`src/rtl/cntr4m_seq.sv`:
```
// cntr4m_seq: initiator-side sequencer for a 4-mode counter.
// Loads a preload value, issues an exact number of count enables, then checks Q.
//
// Ports
//   clk      system clock, rising edge
//   rst      asynchronous active-low reset
//   start    job request, accepted only in IDLE
//   dir      0 = count up, 1 = count down (captured on start)
//   preload  initial counter value (captured on start)
//   steps    number of count enables to issue (captured on start)
//   pause    in RUN: hold the counter, consume no step
//   Q, Co    counter value and carry/borrow out
//   m        counter mode: 00 hold, 01 up, 10 down, 11 load B
//   Ci       counter count enable
//   B        counter load value (captured preload)
//   busy     high from the cycle after an accepted start until back in IDLE
//   done     one-cycle pulse in CHECK
//   wrap     sticky: Co was seen on a counted step of this job
//   err      sticky: final Q differed from the expected value
module cntr4m_seq #(
    parameter int WIDTH = 8
) (
    input  logic             clk,
    input  logic             rst,
    input  logic             start,
    input  logic             dir,
    input  logic [WIDTH-1:0] preload,
    input  logic [WIDTH-1:0] steps,
    input  logic             pause,
    input  logic [WIDTH-1:0] Q,
    input  logic             Co,
    output logic [1:0]       m,
    output logic             Ci,
    output logic [WIDTH-1:0] B,
    output logic             busy,
    output logic             done,
    output logic             wrap,
    output logic             err
);

    localparam logic [1:0] M_HOLD = 2'b00;
    localparam logic [1:0] M_UP   = 2'b01;
    localparam logic [1:0] M_DN   = 2'b10;
    localparam logic [1:0] M_LD   = 2'b11;

    localparam logic [WIDTH-1:0] ZERO = '0;
    localparam logic [WIDTH-1:0] ONE  = WIDTH'(1);

    typedef enum logic [1:0] {
        IDLE  = 2'b00,
        LOAD  = 2'b01,
        RUN   = 2'b10,
        CHECK = 2'b11
    } state_t;

    state_t           state_q;
    state_t           state_d;

    logic             dir_q;
    logic [WIDTH-1:0] pre_q;
    logic [WIDTH-1:0] rem_q;
    logic [WIDTH-1:0] exp_q;
    logic             wrap_q;
    logic             err_q;

    logic             accept;
    logic             step;
    logic             mismatch;
    logic [WIDTH-1:0] exp_d;

    // Final value the counter must reach, modulo 2^WIDTH.
    always_comb begin
        exp_d = dir ? (preload - steps) : (preload + steps);
    end

    // Next-state and counter-side outputs.
    always_comb begin
        state_d  = state_q;
        m        = M_HOLD;
        Ci       = 1'b0;
        done     = 1'b0;
        accept   = 1'b0;
        step     = 1'b0;
        mismatch = 1'b0;
        unique case (state_q)
            IDLE: begin
                if (start) begin
                    accept  = 1'b1;
                    state_d = LOAD;
                end
            end
            LOAD: begin
                m       = M_LD;
                state_d = (rem_q == ZERO) ? CHECK : RUN;
            end
            RUN: begin
                m    = dir_q ? M_DN : M_UP;
                Ci   = ~pause;
                step = ~pause;
                if (step && (rem_q == ONE)) begin
                    state_d = CHECK;
                end
            end
            CHECK: begin
                done     = 1'b1;
                mismatch = (Q != exp_q);
                state_d  = IDLE;
            end
            default: begin
                state_d = IDLE;
            end
        endcase
    end

    always_ff @(posedge clk or negedge rst) begin
        if (!rst) begin
            state_q <= IDLE;
        end else begin
            state_q <= state_d;
        end
    end

    always_ff @(posedge clk or negedge rst) begin
        if (!rst) begin
            dir_q  <= 1'b0;
            pre_q  <= '0;
            rem_q  <= '0;
            exp_q  <= '0;
            wrap_q <= 1'b0;
            err_q  <= 1'b0;
        end else begin
            if (accept) begin
                dir_q  <= dir;
                pre_q  <= preload;
                rem_q  <= steps;
                exp_q  <= exp_d;
                wrap_q <= 1'b0;
                err_q  <= 1'b0;
            end
            if (step) begin
                rem_q <= rem_q - ONE;
                if (Co) begin
                    wrap_q <= 1'b1;
                end
            end
            if (mismatch) begin
                err_q <= 1'b1;
            end
        end
    end

    assign B    = pre_q;
    assign busy = (state_q != IDLE);
    assign wrap = wrap_q;
    // The compare result is visible on the done pulse itself, then held.
    assign err  = err_q | mismatch;

endmodule

```
`config.mk`:
```
export PLATFORM = sky130hd
export DESIGN_NAME = cntr4m_seq
export DESIGN_NICKNAME = d
export VERILOG_FILES = /design/src/rtl/cntr4m_seq.sv
export SDC_FILE = /design/constraint.sdc
export NUM_CORES = 1
export LEC_CHECK = 0
export CORE_UTILIZATION = 54
export DETAILED_ROUTE_END_ITERATION = 12
export PLACE_DENSITY = 0.86
export SETUP_SLACK_MARGIN = 0.02
export SYNTH_ARGS = -nofsm -noshare
export SYNTH_HDL_FRONTEND = slang
export SYNTH_SLANG_ARGS = --single-unit
```
`constraint.sdc`:
```
create_clock -name clk -period 3.3 [get_ports clk]
set_input_delay 0.99 -clock clk [delete_from_list [all_inputs] [get_ports clk]]
set_output_delay 0.99 -clock clk [all_outputs]
set_load 0.01 [all_outputs]
```
==> results of run 1 <==
-- cell type report --
type | instances | area share
tap | 46 | 0.02205
sequential | 29 | 0.2780
inverter | 15 | 0.02157
multi-input combinational | 146 | 0.4214
clock buffer | 7 | 0.02109
timing repair buffer | 67 | 0.2359
-- worst register-to-register path: stages, from the launching register on --
cell	delay, ns
dfrtp_1	0.43
inv_1	0.10
ha_1	0.24
nand2_1	0.34
buf_4	0.34
mux2_2	0.38
-- metrics by stage --
step / cells / worst slack [ns] / cell area (um2) / utilization
floorplan: 195 / 0.5724 / 1894 / -
global placement: 296 / -0.1248 / 2489 / 0.7458
detailed placement: 296 / -0.2033 / 2489 / 0.7458
CTS: 310 / 0.07553 / 2595 / 0.7777
global route: 310 / -0.0001479 / 2610 / 0.7822
finish: 310 / 0.08543 / 2610 / 0.7822
-- kinds of logic (layout without fill, tap and decap cells) --
kind of cell               count (synthesis)  after routing  synth area share
buffers and inverters                     20             89           0.04227
AOI/OAI and AO/OA                         46             46            0.1691
DFF                                       29             29            0.3831
adders and majority gates                 16             16            0.1096
and+or+nand+nor                           53             53            0.1367
muxes                                     11             11           0.06671
xor gates and xnor gates                  20             20           0.09247
-- per-layer routing --
metal,up-vias,wire (um),GRT usage
li1,825,-,-
met1,788,1978,0.3262
met2,45,2105,0.4037
met3,5,239,0.06933
met4,0,61,0.08442
met5,-,0,0
-- cell usage after synthesis --
cell / count
a41o_1: 1
nor3b_1: 1
o21a_1: 2
a211o_1: 1
nor3_1: 6
nand2b_1: 5
mux2_2: 9
o21ai_0: 12
o41ai_2: 1
or3b_2: 1
nand4b_1: 1
a21o_1: 3
o41ai_1: 1
a311oi_1: 2
inv_1: 14
mux2i_1: 1
nand3_1: 2
a221o_1: 2
a22o_1: 1
nor2_1: 15
nor4b_1: 1
o221ai_1: 1
nor2b_1: 2
dfrtp_1: 29
buf_2: 1
a22oi_1: 1
xnor2_1: 18
nand2_1: 16
a211oi_1: 3
o211ai_1: 1
xor2_1: 2
ha_1: 15
o31ai_1: 1
clkinv_1: 1
nor4_2: 1
o2bb2ai_2: 1
mux2_4: 1
clkbuf_1: 3
fa_1: 1
buf_4: 1
a21oi_1: 9
a31oi_1: 3
nand4_1: 2
-- how the worst max path moves through the flow --
stage,from,end,cells after the start
floorplan,steps[0],exp_q[6],9
global placement,Q[1],err,6
detailed placement,Q[5],err,6
CTS,Q[5],err,6
global route,Q[2],err,6
finish,Q[2],err,6
-- state kept, by name, summed over array words and instances, names as in the netlist --
register	count
B	8
exp_q	8
rem_q	8
state_q	2
dir_q	1
err_q	1
wrap	1
-- repair_timing --
item | 4_1_cts | 5_1_grt
pin swaps | 1 | 3
hold endpoints to repair | 0 | 0
gates resized for setup | 2 | 4
endpoints found under the setup margin | 1 | 1
buffers inserted | 7 | 0
-- report_power, final --
group	internal (mW)	total (mW)	switching, mW
registers	0.531	0.674	0.143
logic	0.602	1.08	0.473
clock network	0.100	0.222	0.122
total	1.23	1.97	0.738
-- placed cells by master, fill, tap and decap left out, drive strengths merged, types with 2 or more instances in the layout --
| cell type | n |
|---|---|
| a21o | 3 |
| nand3 | 2 |
| ha | 15 |
| a211oi | 3 |
| nand2b | 5 |
| clkdlybuf4s50 | 42 |
| xor2 | 2 |
| buf | 23 |
| dfrtp | 29 |
| a221o | 2 |
| o21a | 2 |
| xnor2 | 18 |
| nor3 | 6 |
| clkbuf | 7 |
| a21oi | 9 |
| inv | 14 |
| nor2b | 2 |
| nor2 | 15 |
| a31oi | 3 |
| o21ai | 12 |
| nand4 | 2 |
| a311oi | 2 |
| mux2 | 10 |
| o41ai | 2 |
| nand2 | 16 |
==> impl_metrics.ini, run 1 <==
[run_status]
status = completed

[power]
power_mw = 1.972
power.leakage_nw = 1.180
power_density_nw_per_um2 = 755.5
vdd_ir_drop_max_uv = 364.4

[route]
drt_iter0_drc = 85
dr.pass1.iters = 4
drc_errors = 0
route.vias.total = 1663
routed_via_density = 5.365
wl_um = 4383
ant_nets = 0
wl_per_cell_um = 14.14

[worst_setup_path]
path_cells = clkdlybuf4s50_1 > xnor2_1 > nand4_1 > o21ai_2 > nand2b_1 > clkdlybuf4s15_1
cp_slowest_stage_delay_ns = 0.50
rr_worst_depth = 5
arrival_ns = 2.22
worst_setup_path_start_kind = input pin
rrSetupSlack_ns = 1.37
crit_required_ns = 2.31
r2r_start = state_q[0]
worstPathMaxFanout = 2
cpLargestDelayFamily = buffers and inverters
crit_type = in2out
endpoint_kind = primary output
r2r-end = B[1]
worst-path-buf-inv = 2
crit_slowest_cell = clkdlybuf4s50_1

[sta]
slew_violations = 0
worst_pin_slew_ns = 0.4299
period_share = 0.9741
hold_slack_ns = 0.4841
fin_tns_setup_ns = 0
clock_skew_ns = 0.004925
setup-violations-final = 0
post-route-min-period_ns = 3.215
hold_violations = 0
slew_headroom = 0.7127
fmax_mhz = 311.1

[place]
io_buffers = 44
post-dp-hpwl_um = 3136
gp_congestion = 0.9180

[finish]
fin_nets = 310
area_growth_pct = 37.78
multiInputGateArea_um2 = 1100
num_antenna_cells = 0
drive_gt1_frac = 0.1705
regArea_um2 = 725.7
fillers = 224

[yosys]
synthCells = 195
ys_seq_area_frac = 0.3831
synth.distinct_cells = 43
yosysTopAreaCellShare = 0.3831
netlist_area_um2 = 1894
synth.net_count = 241
netlist.top_cell.by_area = dfrtp_1
ys_ff_latch = 29
avgSynthCellArea_um2 = 9.714
synth.area.top_cells = dfrtp_1 (38%), ha_1 (9.9%), xnor2_1 (8.3%)
ys_warn_count = 0

[floorplanning]
die_h_um = 61.23
initial_core_util = 0.5677
ios = 45
die_width_um = 61.23
core.rowCount = 21
die_area_um2 = 3749
core_area_um2 = 3337

[grt]
antenna_found_initial = 0
grt_pass1_wl_um = 6699
grt_usage = 0.2508
gr-total-overflow = 0
grt_max_degree = 30
grt_pass1_vias = 1512

[clocking]
cts_buffer_depth = 2
cts_buffers = 5
htreeDepth = 2
cts.hold.buffers_added = 0
clock_latency_ns = 0.33
clk_pin_slew_ns = 0.09
clock_sinks = 29
cts_tree = built
root_buffer = clkbuf_4

[worst_hold_path]
hold_path.class = reg2reg
hold_start = B[0]
min_path_cells = 2
hold_path_end = B[0]

[flow_run]
cap_violations = 0
No activity file was read; power rests on OpenSTA's default activity.
==> inputs of run 2 (changes only) <==
CORE_ASPECT_RATIO = 1.25   (was not set)
clock period = 3.86 ns   (was 3.3 ns; I/O delays follow)
==> run 2 against run 1 <==
Compared with the run above: final cell count decreased by 8.7%; flip-flop and latch count unchanged; clock-buffer cell count unchanged; critical path depth decreased by 2; worst hold slack got worse by 0.0056 ns; clock power increased by 24%; utilization decreased by 2.2 points; via count decreased by 3.2%; combinational power decreased by 22%; sequential power decreased by 15%; power decreased by 14%; clock skew increased by 0.0025 ns; largest power group unchanged; highest routed layer unchanged.
==> impl_metrics.ini, run 2 (synthesis gave the netlist of run 1 again) <==
[grt]
gr-total-overflow = 0
grt_pass1_vias = 1603
grt_max_degree = 30
grt_util_met3 = 0.06667
grtUsageMet1 = 0.2777
antenna_found_initial = 0
grt_busiest_layer = met2
met2_usage = 0.4774
grt_usage = 0.2660
grt_pass1_wl_um = 6913

[clocking]
cts_resized = 1
post_cts_buffers = 0
cts_tree = built
clock_latency_ns = 0.28
clk_pin_slew_ns = 0.07
root_buffer = clkbuf_8
cts.hold.buffers_added = 0
htreeDepth = 2
cts_buffer_depth = 2
clock_sinks = 29
cts_buffers = 5

[power]
sw_frac_of_total = 0.3672
clkPwrFrac = 0.163
power.leakage_nw = 1.105
p_int_mw = 1.072
vdd_ir_drop_max_uv = 517.6
p_sw_mw = 0.6220
power_density_nw_per_um2 = 678.9
power_frac_seq = 0.338
combPwrFrac = 0.499

[worst_hold_path]
hold_start = err_q
min_path_cells = 2
hold_path.class = reg2reg
hold_path_end = err_q

[sta]
setup-violations-final = 0
post-route-min-period_ns = 3.480
slew_violations = 0
hold_violations = 0
fin_tns_setup_ns = 0
worst_pin_slew_ns = 0.4203
slew_headroom = 0.7175
rsz0062_at_grt = false
clock_skew_ns = 0.007398
hold_slack_ns = 0.4785
period_share = 0.9017
fmax_mhz = 287.3

[worst_setup_path]
crit_slowest_cell = clkdlybuf4s50_1
endpoint_kind = primary output
worst-path-buf-inv = 3
r2r-end = B[5]
worst_setup_path_start_kind = input pin
rrSetupSlack_ns = 1.97
arrival_ns = 2.32
path_cells = clkdlybuf4s50_1 > nand2b_1 > clkinv_1 > clkdlybuf4s50_1
worstPathMaxFanout = 2
r2r_start = state_q[1]
rr_worst_depth = 5
cpLargestDelayFamily = buffers and inverters
crit_required_ns = 2.70
cp_slowest_stage_delay_ns = 0.53
crit_type = in2out
cp_common_cell = clkdlybuf4s50_1

[run_status]
status = completed

[finish]
drive_gt1_frac = 0.1098
regArea_um2 = 725.7
layout_common_cells = clkdlybuf4s50_1 (43), dfrtp_1 (29), xnor2_1 (18), nand2_1 (16)
num_antenna_cells = 0
area_growth_pct = 31.70
final_common_cell = clkdlybuf4s50_1
multiInputGateArea_um2 = 1092
fin_nets = 291
fillers = 251

[route]
drt_iter0_drc = 35
ant_nets = 0
drc_errors = 0
wl_um = 4387
routed_via_density = 5.689
wl_per_cell_um = 15.50
route.vias.total = 1610
dr.pass1.iters = 4

[floorplanning]
ios = 45
initial_core_util = 0.5774
die_h_um = 68.22
core_area_um2 = 3281
core.rowCount = 23
die_area_um2 = 3750
die_width_um = 54.98

[place]
gp_congestion = 0.8152
io_buffers = 44
post-dp-hpwl_um = 3440

[flow_run]
cap_violations = 0
-- run 2: changes by cell type in the layout (fill, tap and decap cells not counted), sizes merged --
cell,previous run,this run
buf,23,4
clkdlybuf4s15,1,0
clkdlybuf4s50,42,43
clkinv,1,2
-- run 2: per-stage QoR --
stage                     instances  utilization  setup WS (ns)  power (mW)  cell area [um2]
after floorplan                 195            -         0.9644       1.084             1894
after global placement          275       0.7277        0.08048       1.377             2387
after detailed placement        275       0.7277       0.008885       1.421             2387
after CTS                       283       0.7586        0.07046       1.700             2489
after global routing            283       0.7605         0.2038       1.829             2495
final                           283       0.7605         0.3795       1.694             2495
-- run 2: worst max path at each step --
stage | from | cells after the start | endpoint
finish | pause | 4 | Ci
global route | Q[7] | 6 | err
floorplan | steps[0] | 9 | exp_q[6]
detailed placement | Q[0] | 6 | err
global placement | Q[0] | 6 | err
CTS | Q[0] | 6 | err
-- run 2: per-layer routing --
layer  part of all wire  up-vias
met5                  0        -
met4              0.032        0
met3              0.054       12
met2               0.53       51
met1               0.39      762
li1                   -      785
-- run 2: worst reg2reg max path, delay by kind of cell, from the launching register on --
family | cells | cell delay [ns]
adders and majority gates | 1 | 0.22
DFF | 1 | 0.42
buffers and inverters | 2 | 0.44
muxes | 1 | 0.37
and+or+nand+nor | 1 | 0.33
-- run 2: final cells by class --
cell class                 count  share of cell area
multi-input combinational    146              0.4378
inverter                      15             0.02257
clock buffer                   7             0.03862
clock inverter                 1            0.002006
timing repair buffer          48              0.1896
tap                           37             0.01856
sequential                    29              0.2909
-- run 2: power by group through the flow --
stage / Sequential, mW / Combinational, mW / Clock, mW
floorplan: 0.572 / 0.512 / 0
global placement: 0.567 / 0.811 / 0
detailed placement: 0.577 / 0.844 / 0
CTS: 0.573 / 0.848 / 0.280
global route: 0.591 / 0.942 / 0.295
finish: 0.572 / 0.846 / 0.276
